$ cat src/rtl/sdr_arb_pkg.sv
// Shared constants for the SDRAM user-port arbiter: FSM state encoding,
// requester port identifiers and default bus widths.
package sdr_arb_pkg;

    localparam int ADDR_W_DEF = 23;
    localparam int DATA_W_DEF = 32;

    localparam logic [1:0] ST_IDLE  = 2'd0;
    localparam logic [1:0] ST_ISSUE = 2'd1;
    localparam logic [1:0] ST_GUARD = 2'd2;
    localparam logic [1:0] ST_WAIT  = 2'd3;

    localparam logic PORT0 = 1'b0;
    localparam logic PORT1 = 1'b1;

endpackage

$ cat src/rtl/sdr_arb_pick.sv
// Grant selection between the two requesters. Port 0 wins ties until it has
// collected MAX_STREAK consecutive grants while port 1 was waiting.
module sdr_arb_pick
    import sdr_arb_pkg::*;
#(
    parameter int MAX_STREAK = 4
) (
    input  logic       clk,
    input  logic       rst,
    input  logic       p0_valid,
    input  logic       p1_valid,
    input  logic       idle,
    output logic       grant,
    output logic [1:0] ready
);

    localparam int SW = $clog2(MAX_STREAK + 2);

    logic [SW-1:0] streak;

    always_comb begin
        grant = PORT0;
        if (p1_valid && (!p0_valid || streak == SW'(MAX_STREAK))) begin
            grant = PORT1;
        end
        ready = 2'b00;
        if (idle) begin
            ready[0] = p0_valid && (grant == PORT0);
            ready[1] = p1_valid && (grant == PORT1);
        end
    end

    // Streak only grows while port 1 is actually being held off.
    always_ff @(posedge clk) begin
        if (rst) begin
            streak <= '0;
        end else if (ready[1]) begin
            streak <= '0;
        end else if (ready[0]) begin
            if (!p1_valid) begin
                streak <= '0;
            end else if (streak != SW'(MAX_STREAK)) begin
                streak <= streak + 1'b1;
            end
        end
    end

endmodule

$ cat src/rtl/sdr_arbiter.sv
// Shares the SDRAM controller's single user port between a priority CPU port
// and a DMA port, serialising transactions and routing completions back.
module sdr_arbiter
    import sdr_arb_pkg::*;
#(
    parameter int ADDR_W     = ADDR_W_DEF,
    parameter int DATA_W     = DATA_W_DEF,
    parameter int MAX_STREAK = 4,
    parameter int TIMEOUT    = 1023
) (
    input  logic              clk,
    input  logic              rst,
    input  logic              p0_valid,
    output logic              p0_ready,
    input  logic              p0_rw,
    input  logic [ADDR_W-1:0] p0_addr,
    input  logic [DATA_W-1:0] p0_wdata,
    output logic              p0_done,
    output logic [DATA_W-1:0] p0_rdata,
    output logic              p0_err,
    input  logic              p1_valid,
    output logic              p1_ready,
    input  logic              p1_rw,
    input  logic [ADDR_W-1:0] p1_addr,
    input  logic [DATA_W-1:0] p1_wdata,
    output logic              p1_done,
    output logic [DATA_W-1:0] p1_rdata,
    output logic              p1_err,
    output logic [ADDR_W-1:0] ctrl_addr,
    output logic              ctrl_rw,
    output logic [DATA_W-1:0] ctrl_wdata,
    output logic              ctrl_in_valid,
    input  logic              ctrl_busy,
    input  logic [DATA_W-1:0] ctrl_rdata,
    input  logic              ctrl_out_valid,
    output logic              unexp_rsp
);

    localparam int WD_W = $clog2(TIMEOUT + 2);

    logic [1:0]        state;
    logic              owner;
    logic              rd_seen;
    logic [DATA_W-1:0] rd_buf;
    logic [WD_W-1:0]   wd;
    logic              grant;
    logic [1:0]        ready;
    logic              idle;
    logic              rd_done;
    logic              wr_done;
    logic              timed_out;
    logic              fin;
    logic [DATA_W-1:0] rsp_data;

    // Outputs are forced quiet while reset is held, even though state is registered.
    assign idle          = (state == ST_IDLE) && !rst;
    assign ctrl_in_valid = (state == ST_ISSUE) && !ctrl_busy && !rst;
    assign p0_ready      = ready[0];
    assign p1_ready      = ready[1];

    sdr_arb_pick #(
        .MAX_STREAK(MAX_STREAK)
    ) u_pick (
        .clk      (clk),
        .rst      (rst),
        .p0_valid (p0_valid),
        .p1_valid (p1_valid),
        .idle     (idle),
        .grant    (grant),
        .ready    (ready)
    );

    // A real completion in the same cycle as the watchdog expiry takes precedence.
    always_comb begin
        rd_done   = (state == ST_WAIT) && !ctrl_rw && (ctrl_out_valid || rd_seen);
        wr_done   = (state == ST_WAIT) && ctrl_rw && !ctrl_busy;
        timed_out = ((state == ST_GUARD) || (state == ST_WAIT)) &&
                    (wd == WD_W'(TIMEOUT)) && !rd_done && !wr_done;
        fin       = rd_done || wr_done || timed_out;
        rsp_data  = rd_seen ? rd_buf : ctrl_rdata;
    end

    always_ff @(posedge clk) begin
        if (rst) begin
            state      <= ST_IDLE;
            owner      <= PORT0;
            rd_seen    <= 1'b0;
            rd_buf     <= '0;
            wd         <= '0;
            ctrl_addr  <= '0;
            ctrl_rw    <= 1'b0;
            ctrl_wdata <= '0;
            p0_done    <= 1'b0;
            p0_err     <= 1'b0;
            p0_rdata   <= '0;
            p1_done    <= 1'b0;
            p1_err     <= 1'b0;
            p1_rdata   <= '0;
            unexp_rsp  <= 1'b0;
        end else begin
            p0_done <= 1'b0;
            p0_err  <= 1'b0;
            p1_done <= 1'b0;
            p1_err  <= 1'b0;
            if (ctrl_out_valid && (state == ST_IDLE || state == ST_ISSUE)) begin
                unexp_rsp <= 1'b1;
            end
            case (state)
                ST_IDLE: begin
                    if (|ready) begin
                        owner      <= grant;
                        ctrl_rw    <= (grant == PORT1) ? p1_rw    : p0_rw;
                        ctrl_addr  <= (grant == PORT1) ? p1_addr  : p0_addr;
                        ctrl_wdata <= (grant == PORT1) ? p1_wdata : p0_wdata;
                        rd_seen    <= 1'b0;
                        state      <= ST_ISSUE;
                    end
                end
                ST_ISSUE: begin
                    if (!ctrl_busy) begin
                        wd    <= '0;
                        state <= ST_GUARD;
                    end
                end
                default: begin
                    // Fast read data can land while busy is still low in GUARD.
                    if (state == ST_GUARD && !ctrl_rw && ctrl_out_valid) begin
                        rd_seen <= 1'b1;
                        rd_buf  <= ctrl_rdata;
                    end
                    if (fin) begin
                        state <= ST_IDLE;
                        if (owner == PORT1) begin
                            p1_done <= 1'b1;
                            p1_err  <= timed_out;
                            if (rd_done) p1_rdata <= rsp_data;
                        end else begin
                            p0_done <= 1'b1;
                            p0_err  <= timed_out;
                            if (rd_done) p0_rdata <= rsp_data;
                        end
                    end else begin
                        wd    <= wd + 1'b1;
                        state <= ST_WAIT;
                    end
                end
            endcase
        end
    end

endmodule

$ cat config.mk
export PLATFORM = sky130hd
export DESIGN_NAME = sdr_arbiter
export DESIGN_NICKNAME = d
export VERILOG_FILES = /design/src/rtl/sdr_arb_pkg.sv /design/src/rtl/sdr_arb_pick.sv /design/src/rtl/sdr_arbiter.sv
export SDC_FILE = /design/constraint.sdc
export NUM_CORES = 1
export LEC_CHECK = 0
export ABC_CLOCK_PERIOD_IN_PS = 8000
export CAP_MARGIN = 15
export CORE_UTILIZATION = 38
export CTS_CLUSTER_SIZE = 30
export DETAILED_ROUTE_END_ITERATION = 10
export DONT_BUFFER_PORTS = 1
export SYNTH_ARGS = -nofsm -noshare
export SYNTH_HDL_FRONTEND = slang
export SYNTH_HIERARCHICAL = 1
export SYNTH_SLANG_ARGS = --single-unit
$ cat constraint.sdc
create_clock -name clk -period 8 [get_ports clk]
set_input_delay 1.2 -clock clk [delete_from_list [all_inputs] [get_ports clk]]
set_output_delay 1.2 -clock clk [all_outputs]
set_load 0.02 [all_outputs]
==> run metrics <==
total I/O pin count 278; Finished Cell Area 0.00783 mm2; min Tclk post-route 3650 ps; type of the tightest min-delay check reg -> reg; maxcap violations 0; Post-synth ARST share 0; Routed Antenna Nets 0; met3 WL post-DR 1840 um; Final nets 890; vias in the first global route 5042; critical path arrival 3980 ps; failing checks DRC; First DRT Iteration DRCs 268; CP most frequent cell nor2_1; leakage 2.49 nW; share of layout cells above drive strength 1 0.0707; Mapped Area 0.00710 mm2; Pwr Total 2.01 mW; Pwr Density 257 mW/mm2; Final Hold Viols 0; endpoints failing setup 0; Worst slew margin 0.324; hold depth 2; H-tree Lvls 4; DRC violation count after routing 15; WL final 17400 um; Core ar. 0.0181 mm2; Initial Utilization 0.391; WS Path Type in -> reg; Buffers on Ports 0; status finished with violations; Worst Path Buf+Inv 1; clock buffer depth 2; Die Wd 139 um; post-synthesis cell count 773; required time of the critical path 8330 ps; Tcrit/Tclk final 0.456; RSZ-0062 raised after global routing no; first-pass GRT wire length 27500 um; CP startpoint kind primary input; Syn-to-layout area delta 10.2%; DP Area 0.00721 mm2; Post-synth EDFFs 0; clk_lat worst skew 420 ps; Fin Clk Skew 17.1 ps; HPWL reported at the end of detailed placement 11600 um; Distinct cells, synth 43; chip height 139 um; most frequent cells in the layout 174 x dfxtp_1, 138 x nor2_1, 121 x a211oi_1; initial antenna violation count 0; Ys Warns 6; Mapped Nets 926; worst vdd ir 133 uV; Final Non-Filler Cells 979; final slew viol count 0; hold_buf cts 0; slowest stage cell, crit path buf_4; total negative slack 0 ps; cell row count 49; uppermost layer routed met4; Met1 Wirelength 7080 um; post-synthesis sequential area ratio 0.493; Inserted Clock Buffers 17; via count 5269; vias per cell 5.38; Post-CTS Setup Inserts 0; diode count 0; critical path's top delay family simple AND/OR/NAND/NOR gates; Worst Reg-to-Reg Cells 8; die area 0.0192 mm2; RD Place Congestion 0.750; most common cell after layout, fill and taps aside dfxtp_1; placed insts 947; remaining global-route overflow 0; Reg clk slew, reported paths 80 ps; metal2 WL 8220 um; syn_area_per_cell 9.19 um2; Routed WL per cell 17.8 um; Root Buffer clkbuf_16; largest fanout on the critical path 167; CTS tree yes; Yosys reg bits 175; worst-path cell chain nor3_1 -> nand2_1 -> a21oi_1 -> nor2_1 -> nor3_2 -> buf_4 -> nor2_1 -> a211oi_1; Primary FF master, synth dfxtp_1; # clock sinks 175; final hold slack 454 ps; Least-Margin Pin Slew 1010 ps; CP peak stage delay 800 ps; Post-CTS Resized 0; GR Util All Layers 0.181; pin count of the biggest net entering global routing 168; fmax 0.274 GHz; Setup crit end kind register; number of stages on the worst setup path 8; Pre-antenna DRT Iters 9
final cells by class:
class	instances	area (um2)
clock buffers	17	425
well taps	229	287
flip-flops and latches	175	3500
clock inverters	15	198
multi-input cells	532	3350
inverters	4	15.0
fillers	1763	10300
repair buffers	7	52.6
tightest hold or removal path, cell delays in order, from the launching register on:
cell,delay (ps)
dfxtp_1,310
nand2_1,50
a21oi_1,50
registers in the layout, summed over array words and instances, names as in the netlist, 2 cells and up:
name           count
p1_rdata          32
state              2
ctrl_addr         23
rd_buf            32
u_pick/streak      3
wd                11
ctrl_wdata        32
p0_rdata          32
power by group:
| group | switching [mW] | internal, mW | leakage, nW |
|---|---|---|---|
| Sequential | 0.0860 | 0.918 | 1.42 |
| Combinational | 0.0915 | 0.0656 | 0.773 |
| Clock | 0.397 | 0.453 | 0.296 |
cells by family (layout without fill, tap and decap cells):
family	Yosys count	count (layout)	share of synthesized area
AO/OA/AOI/OAI	181	181	0.178
buffers and inverters	66	43	0.0391
flip-flops	175	175	0.493
XOR/XNOR	4	4	0.00493
adder cells (fa/ha/maj)	3	3	0.00529
multiplexers	90	90	0.127
AND/OR/NAND/NOR	254	254	0.153
stage by stage:
step                setup WS [ps]  utilization
floorplan                    4170            -
detailed placement           4040        0.397
global route                 4080        0.431
global placement             4150        0.397
finish                       4350        0.431
CTS                          4490        0.431
path summary, 6_finish.rpt:
check,from,end,slack (ps)
max,rst,ctrl_wdata[17]$_SDFFE_PP0P_,4350
min,rd_buf[19]$_SDFFE_PP0P_,rd_buf[19]$_SDFFE_PP0P_,450
max reg2reg,state[1]$_SDFFE_PP0P_,ctrl_wdata[17]$_SDFFE_PP0P_,4660
min reg2reg,rd_buf[19]$_SDFFE_PP0P_,rd_buf[19]$_SDFFE_PP0P_,450
cell usage after synthesis (2+ instances only):
master,n,share of area
mux2i_1,90,0.13
inv_1,4,0.0021
ha_1,3,0.0053
xnor2_1,3,0.0037
buf_2,15,0.011
nand2_1,72,0.038
a31oi_1,2,0.0018
and3_1,4,0.0035
or3_1,5,0.0044
nor2_2,2,0.0018
dfxtp_1,175,0.49
nor2_1,138,0.073
o21a_1,2,0.0021
clkbuf_1,45,0.024
a211oi_1,121,0.13
and3b_1,2,0.0025
nand4_1,3,0.0026
nand3_1,7,0.0049
nor2b_1,4,0.0035
o21ai_0,7,0.0049
nor3_1,4,0.0028
nand2b_1,2,0.0018
a21oi_1,43,0.030
routing by layer:
layer,vias up,GRT usage
li1,2689,-
met1,2376,0.209
met2,187,0.299
met3,17,0.0756
met4,0,0.0678
met5,-,0
(Power assumes the default switching activity.)
